### config.mk
export PLATFORM = sky130hd
export DESIGN_NAME = hazard_pipe_tracker
export DESIGN_NICKNAME = d
export VERILOG_FILES = /design/src/rtl/hazard_pipe_tracker.sv
export SDC_FILE = /design/constraint.sdc
export NUM_CORES = 1
export LEC_CHECK = 0
export ABC_CLOCK_PERIOD_IN_PS = 6400
export BUFFER_PORTS_ARGS = -buffer_cell sky130_fd_sc_hd__buf_2
export CAP_MARGIN = 0
export CORE_ASPECT_RATIO = 0.5
export CORE_MARGIN = 2
export CORE_UTILIZATION = 55
export CTS_BUF_LIST = sky130_fd_sc_hd__clkbuf_4 sky130_fd_sc_hd__clkbuf_8 sky130_fd_sc_hd__clkbuf_16
export CTS_CLUSTER_SIZE = 25
export DETAILED_ROUTE_END_ITERATION = 6
export PLACE_DENSITY_LB_ADDON = 0.1
export SETUP_SLACK_MARGIN = 0.05
export SKIP_CTS_REPAIR_TIMING = 1
export SYNTH_ARGS = -nofsm -noshare
export SYNTH_HDL_FRONTEND = slang
export SYNTH_SLANG_ARGS = --single-unit
### constraint.sdc
create_clock -name clk -period 6.4 [get_ports clk]
set_clock_uncertainty 0.05 [all_clocks]
set_input_delay 0.96 -clock clk [delete_from_list [all_inputs] [get_ports clk]]
set_output_delay 0.96 -clock clk [all_outputs]
set_load 0.005 [all_outputs]
### src/rtl/hazard_pipe_tracker.sv
`timescale 1ns/1ps
// ---------------------------------------------------------------------------
// hazard_pipe_tracker
//
// Producer-side companion to the EX-stage forwarding unit. Keeps a small
// record {valid, regwrite, dest, isLoad} for the instructions in EX, MEM and
// WB, and publishes the MEM/WB write-enable and write-register signals that
// the forwarding muxes consume. It also detects a load-use hazard between
// the load in EX and the instruction in ID. On a hazard it stalls ID for one
// cycle and inserts a bubble into EX. It also handles taken-branch flushes,
// a global memory-wait hold, and a saturating stall-cycle counter.
//
// Ports
//   clk, rst_n       rising-edge clock, asynchronous active-low reset
//   id_valid         ID holds a real instruction
//   id_rs, id_rt     ID source register indices
//   id_rs_used/rt    the ID instruction actually reads rs / rt
//   id_regwrite      the ID instruction writes a register
//   id_dest          the ID instruction's destination register
//   id_is_load       the ID instruction is a load
//   flush            kill the instruction leaving ID (taken branch)
//   hold             freeze all tracked stages (memory wait)
//   cnt_clr          synchronous clear of stall_cnt
//   id_stall         ID/IF must not advance this cycle
//   mem_regwrite     MEM instruction writes a nonzero register
//   mem_write_reg    MEM destination register
//   wb_regwrite      WB instruction writes a nonzero register
//   wb_write_reg     WB destination register
//   ex_is_load_out   EX holds a valid load
//   stall_cnt        number of cycles in which id_stall was high (saturating)
// ---------------------------------------------------------------------------
module hazard_pipe_tracker #(
    parameter int AW = 5,
    parameter int CW = 16
) (
    input  logic          clk,
    input  logic          rst_n,
    input  logic          id_valid,
    input  logic [AW-1:0] id_rs,
    input  logic [AW-1:0] id_rt,
    input  logic          id_rs_used,
    input  logic          id_rt_used,
    input  logic          id_regwrite,
    input  logic [AW-1:0] id_dest,
    input  logic          id_is_load,
    input  logic          flush,
    input  logic          hold,
    input  logic          cnt_clr,
    output logic          id_stall,
    output logic          mem_regwrite,
    output logic [AW-1:0] mem_write_reg,
    output logic          wb_regwrite,
    output logic [AW-1:0] wb_write_reg,
    output logic          ex_is_load_out,
    output logic [CW-1:0] stall_cnt
);

    localparam logic [CW-1:0] CntMax = '1;
    localparam logic [CW-1:0] CntOne = CW'(1);
    localparam logic [AW-1:0] RegZero = '0;

    // EX stage record
    logic          exVld;
    logic          exRegwrite;
    logic [AW-1:0] exDest;
    logic          exIsLoad;

    // MEM stage record
    logic          memVld;
    logic          memRegwrite;
    logic [AW-1:0] memDest;
    logic          memIsLoad;

    // WB stage record
    logic          wbVld;
    logic          wbRegwrite;
    logic [AW-1:0] wbDest;
    logic          wbIsLoad;

    logic          flushPend;
    logic [CW-1:0] stallCnt;

    logic          rsHit;
    logic          rtHit;
    logic          loadUse;
    logic          flushEff;
    logic          stallNow;

    // Hazard detection. A load in EX whose result is not available until the
    // end of MEM cannot be forwarded to an instruction entering EX next
    // cycle, so a dependent ID instruction waits one cycle. Register 0 is
    // never a real dependency. A load that does not write a register cannot
    // create one either. A flush (now or remembered from a hold) kills the
    // ID instruction anyway, so it overrides the stall.
    always_comb begin
        rsHit    = id_rs_used && (id_rs == exDest);
        rtHit    = id_rt_used && (id_rt == exDest);
        loadUse  = id_valid && exVld && exIsLoad && exRegwrite &&
                   (exDest != RegZero) && (rsHit || rtHit);
        flushEff = flush || flushPend;
        stallNow = hold || (loadUse && !flushEff);
    end

    // Stage advance. Hold freezes everything, but a flush that arrives
    // during a hold is remembered so the bubble is still inserted when the
    // pipeline restarts. Flush and load-use both put a bubble into EX while
    // the older instructions keep draining toward WB. Bubbles carry dest=0
    // so that they read as "no register" on the write_reg outputs.
    always_ff @(posedge clk or negedge rst_n) begin
        if (!rst_n) begin
            exVld       <= 1'b0;
            exRegwrite  <= 1'b0;
            exDest      <= '0;
            exIsLoad    <= 1'b0;
            memVld      <= 1'b0;
            memRegwrite <= 1'b0;
            memDest     <= '0;
            memIsLoad   <= 1'b0;
            wbVld       <= 1'b0;
            wbRegwrite  <= 1'b0;
            wbDest      <= '0;
            wbIsLoad    <= 1'b0;
            flushPend   <= 1'b0;
        end else if (hold) begin
            if (flush) begin
                flushPend <= 1'b1;
            end
        end else begin
            memVld      <= exVld;
            memRegwrite <= exRegwrite;
            memDest     <= exDest;
            memIsLoad   <= exIsLoad;
            wbVld       <= memVld;
            wbRegwrite  <= memRegwrite;
            wbDest      <= memDest;
            wbIsLoad    <= memIsLoad;
            if (flushEff || loadUse) begin
                exVld      <= 1'b0;
                exRegwrite <= 1'b0;
                exDest     <= '0;
                exIsLoad   <= 1'b0;
            end else begin
                exVld      <= id_valid;
                exRegwrite <= id_valid && id_regwrite;
                exDest     <= id_valid ? id_dest : RegZero;
                exIsLoad   <= id_valid && id_is_load;
            end
            if (flushEff) begin
                flushPend <= 1'b0;
            end
        end
    end

    // Stall-cycle counter. The clear wins over a stall in the same cycle.
    // The counter sticks at all-ones instead of wrapping, so a long memory
    // wait cannot make the count look small.
    always_ff @(posedge clk or negedge rst_n) begin
        if (!rst_n) begin
            stallCnt <= '0;
        end else if (cnt_clr) begin
            stallCnt <= '0;
        end else if (stallNow && (stallCnt != CntMax)) begin
            stallCnt <= stallCnt + CntOne;
        end
    end

    // Outputs come straight from the stage registers. The only value that
    // depends on the ID inputs is id_stall.
    assign id_stall       = stallNow;
    assign mem_regwrite   = memVld && memRegwrite && (memDest != RegZero);
    assign mem_write_reg  = memDest;
    assign wb_regwrite    = wbVld && wbRegwrite && (wbDest != RegZero);
    assign wb_write_reg   = wbDest;
    assign ex_is_load_out = exVld && exIsLoad;
    assign stall_cnt      = stallCnt;

endmodule

# Word level (Yosys, flattened, before mapping)
# Index checks and enable logic that the tools add are counted.
[op_classes]
n_eq_ne = 4
reduce_logical = 27
n_mux = 10
add_sub_neg = 1
[op_table]
columns = ["cell", "n"]
rows = [
  ["$mux 16", 2],
  ["$add 16x1->16 const B", 1],
  ["$logic_and 1x1->1", 16],
  ["$ne 16x16->1 const B", 1],
  ["$reduce_bool 5->1", 3],
  ["$eq 5x5->1", 2],
  ["$mux 5", 2],
  ["$mux 1", 6],
  ["$logic_or 1x1->1", 4],
  ["$reduce_bool 2->1", 2],
  ["$ne 2x2->1 const B", 1],
  ["$reduce_and 2->1", 1],
  ["$logic_not 1->1", 1],
]
[totals]
ff_bits = 39
output_inout_bits = 30
word_cells = 54

# Logic depth before layout (Yosys ltp)
[logic_depth]
ltp_word = 10
depth_mapped = 8
ltp_nobuf = 7

# Worst setup path before layout
# No wires, ideal clock.
[synth_timing]
kind = "input to output"
startpoint = "input port id_rs[1]"
endpoint = "output port id_stall"
path_buffers = 0
t_arrival_ns = 1.749
slack_ns = 3.641
cell_stages = 5
cell_sequence = "xnor2_1 -> nand4_1 -> o22ai_1 -> a31oi_4 -> inv_4"
[synth_via]
elab_chain_cells = 6
[synth_rtl]
columns = ["item", "line", "text"]
rows = [
  ["start, declared", "39", "input logic [AW-1:0] id_rs,"],
  ["$eq 5x5->1", "96", "rsHit = id_rs_used && (id_rs == exDest);"],
  ["$logic_and 1x1->1", "96", ""],
  ["$logic_or 1x1->1", "99", "(exDest != RegZero) && (rsHit || rtHit);"],
  ["$logic_and 1x1->1", "99", ""],
  ["$logic_and 1x1->1", "101", "stallNow = hold || (loadUse && !flushEff);"],
  ["$logic_or 1x1->1", "101", ""],
  ["end, declared", "49", "output logic id_stall,"],
]
# No other way between the ends.

# Worst setup path after layout
[layout_timing]
startpoint = "register exDest[0]"
endpoint = "output port id_stall"
[layout_via]
elab_chain_cells = 6
word_cells_on_any_way = 10
classes_between = "eq/ne (2); reduce/logical (8)"
[layout_rtl]
columns = ["item", "line", "text"]
rows = [
  ["start, declared", "65", "logic [AW-1:0] exDest;"],
  ["start signal, assigned", "145", "exDest <= id_valid ? id_dest : RegZero;"],
  ["$eq 5x5->1 (on tied branches)", "96, 97", ""],
  ["$logic_and 1x1->1 (on tied branches)", "96, 97", ""],
  ["$logic_or 1x1->1", "99", ""],
  ["$logic_and 1x1->1 (*)", "99", ""],
  ["$logic_and 1x1->1 (*)", "101", ""],
  ["$logic_or 1x1->1 (*)", "101", ""],
]
# Mark *: on every way between the ends. The rest lies on a longest branch, timed or not.

==> flow_summary.json <==
{
  "dr.first_iter.drc_count": 66,
  "root_buffer": "clkbuf_8",
  "detail_route.vias_per_cell": 5.60,
  "synthDistinctLibCells": 37,
  "io_pins": 55,
  "achievable-frequency_mhz": 301,
  "cp_endpoint_kind": "output port",
  "pre_repair_dr_iteration_count": 4,
  "worstSetupPathType": "reg2out",
  "p_switching_w": 0.000120,
  "num_vias": 1586,
  "final-hold-violation-count": 0,
  "grt_pass1_wl_microns": 6790,
  "post_dr_wirelength_cell_microns": 14.4,
  "final-setup-viol-count": 0,
  "tritoncts.num_buffers": 5,
  "yosysSeqAreaShare": 0.496,
  "die_w_microns": 88.6,
  "postSynth.topFlopCell": "dfrtp_1",
  "status": "complete, no violations",
  "worst_slew_margin_rel": 0.440,
  "synth_compound_area_frac": 0.127,
  "final_routed_wirelength_across_all_metal_layers_microns": 4070,
  "layout_cell_share_with_drive_strength_beyond_1": 0.375,
  "final_util": 0.700,
  "timing_max_transition_violations_final": 0,
  "pwr-share-seq": 0.473,
  "grt.total_usage": 0.227,
  "r2r_slack_ns": 3.89,
  "cts_sinks": 39,
  "clock_tree.htree_level_count": 2,
  "critical_path.startpoint_type": "flip-flop",
  "global_route.overflow_total": 0,
  "floorplan.initialDensity": 0.573,
  "tns_ns": 0,
  "place.gp.congestion": 0.854,
  "areaGrowthSynthToFinish_pct": 22.2,
  "nFillCells": 281,
  "post_synth_inst_count": 178,
  "clkPwrFrac": 0.436,
  "largest_fanout_of_any_net_on_the_critical_path": 19,
  "net_switching_fraction_of_the_power": 0.213,
  "cp_data_required_time_ns": 5.39,
  "synth-adder-area-share": 0.00636,
  "die-area_sq_um": 4100,
  "tritoncts": "built",
  "grt_max_degree": 40,
  "place_area_sq_um": 2270,
  "synth_xor_xnor_area_share": 0.0445,
  "tightestPinTransition_ns": 0.839,
  "synth.mux.area_fraction": 0.122,
  "clk_path_buf_depth": 2,
  "post_synth_and_or_nand_nor_area_fraction": 0.179,
  "post-route-period-util": 0.520,
  "synth.avg_cell_area_sq_um": 11.0,
  "combinationalPowerShare": 0.091,
  "remaining_number_of_nets_flagged_by_the_antenna_check_after_routing": 0,
  "yosysWarnings": 0,
  "worst_skew_pair.late_latency_ns": 0.29,
  "post_synthesis_net_count": 204,
  "worst-endpoint-arrival_ns": 2.32,
  "grt_antenna_before_repair": 0,
  "diodes": 0,
  "portBuffers": 54,
  "async_reset_ff_frac": 1.00,
  "total_leakage_power_nw": 1.19,
  "yosys_register_bits": 39,
  "netlist_area_sq_um": 1970,
  "floorplan.core_area_sq_um": 3430,
  "power_density_nw_per_um2": 234,
  "power.internal_w": 0.000442,
  "hold_path.class": "reg2reg",
  "max-vdd-ir-drop_mv": 0.130,
  "chipHeight_microns": 46.3,
  "largest_register_ffs": 16,
  "grt_pass1_vias": 1433,
  "postLayoutCellArea_sq_um": 2400,
  "rows": 15,
  "synth_top_family_by_area": "simple AND/OR/NAND/NOR gates",
  "clkSlewWorstSetupHoldPaths_ns": 0.08,
  "grt_setup_unrepaired": "false",
  "dp.final_hpwl_microns": 2800,
  "timing.max_cap.violations": 0,
  "detail_route.drc_violations": 0,
  "edff_count_synth": 0,
  "minimum_clock_period_after_layout_ns": 3.33,
  "final_net_count": 257
}
[layout make-up]
class | instances | area (sq um) | area share
flip-flops and latches | 39 | 976 | 0.406
multi-input cells | 128 | 943 | 0.393
repair buffers | 54 | 270 | 0.112
clock buffers | 6 | 76.3 | 0.0318
well taps | 51 | 63.8 | 0.0265
clock inverters | 2 | 60.1 | 0.0250
inverters | 3 | 13.8 | 0.00573
[power groups by stage]
stage / sequential (W) / clock, W / combinational (W)
finish: 0.000266 / 0.000245 / 0.0000510
global route: 0.000268 / 0.000261 / 0.0000571
CTS: 0.000266 / 0.000248 / 0.0000518
detailed placement: 0.000271 / 0 / 0.0000516
global placement: 0.000271 / 0 / 0.0000498
floorplan: 0.000269 / 0 / 0.0000287
[layout by cell type, fill, tap and decap left out, types with 2 or more instances in the layout]
cell type  count
a21oi_1        9
a22o_1         7
and3_1         2
buf_2         54
bufinv_16      2
clkbuf_8       5
dfrtp_1       39
inv_1          2
mux2_2        20
nand2_1        7
nand3_1       10
nand4_1        6
nor2_1        14
nor2b_1        7
nor3_1         2
nor4_1         2
o21ai_0        2
o311a_1        3
o31ai_1        4
or3_1          3
or4_1          5
xnor2_1       10
[Yosys cell counts, types with 4 or more instances]
cell type  number  area [sq um]
nand4_1         6          37.5
nand2_1         7          26.3
clkbuf_1        7          26.3
a22o_1          7          61.3
mux2_2         20           225
nand3_1        10          50.1
dfrtp_1        39           976
a21oi_1         9          45.0
o31ai_1         4          30.0
nor2_1         14          52.6
nor2b_1         7          43.8
xnor2_1        10          87.6
or4_1           5          37.5
[metrics by stage]
step | setup slack [ns] | total power [W] | hold WS [ns] | cells
2_1_floorplan | 3.64 | 0.000298 | 0.410 | 178
3_5_place_dp | 3.14 | 0.000323 | 0.433 | 275
6_report | 3.07 | 0.000562 | 0.453 | 283
3_3_place_gp | 3.20 | 0.000320 | 0.431 | 275
4_1_cts | 3.07 | 0.000566 | 0.457 | 283
5_1_grt | 2.98 | 0.000586 | 0.484 | 283
[final timing paths]
kind	start	endpoint	cells after the start
max reg2reg	exDest[0]$_DFFE_PN0N_	stall_cnt[5]$_DFFE_PN0P_	6
min reg2reg	exVld$_DFFE_PN0N_	exVld$_DFFE_PN0N_	1
min in group asynchronous	rst_n	stall_cnt[2]$_DFFE_PN0P_	1
min	exVld$_DFFE_PN0N_	exVld$_DFFE_PN0N_	1
max	exDest[0]$_DFFE_PN0N_	id_stall	5
max in group asynchronous	rst_n	stall_cnt[6]$_DFFE_PN0P_	1
[cell families after synthesis]
| kind of cell | after synthesis |
|---|---|
| and+or+nand+nor | 64 |
| DFF | 39 |
| AOI/OAI and AO/OA | 32 |
| muxes | 21 |
| buffers and inverters | 11 |
| xor gates and xnor gates | 10 |
| adders and majority gates | 1 |
[worst max-delay path, stage by stage (launching register included)]
cell      delay [ns]
dfrtp_1         0.45
or4_1           0.54
o2111a_2        0.29
a31oi_4         0.49
inv_4           0.10
buf_2           0.15
[layer usage]
layer | vias to the layer above | part of all wire | track usage
met5 | - | 0 | 0
met4 | 0 | 0.011 | 0.0636
met3 | 7 | 0.052 | 0.0735
met2 | 35 | 0.48 | 0.364
met1 | 775 | 0.46 | 0.301
li1 | 769 | - | -
Note: power is estimated with default switching activity, not from simulation.
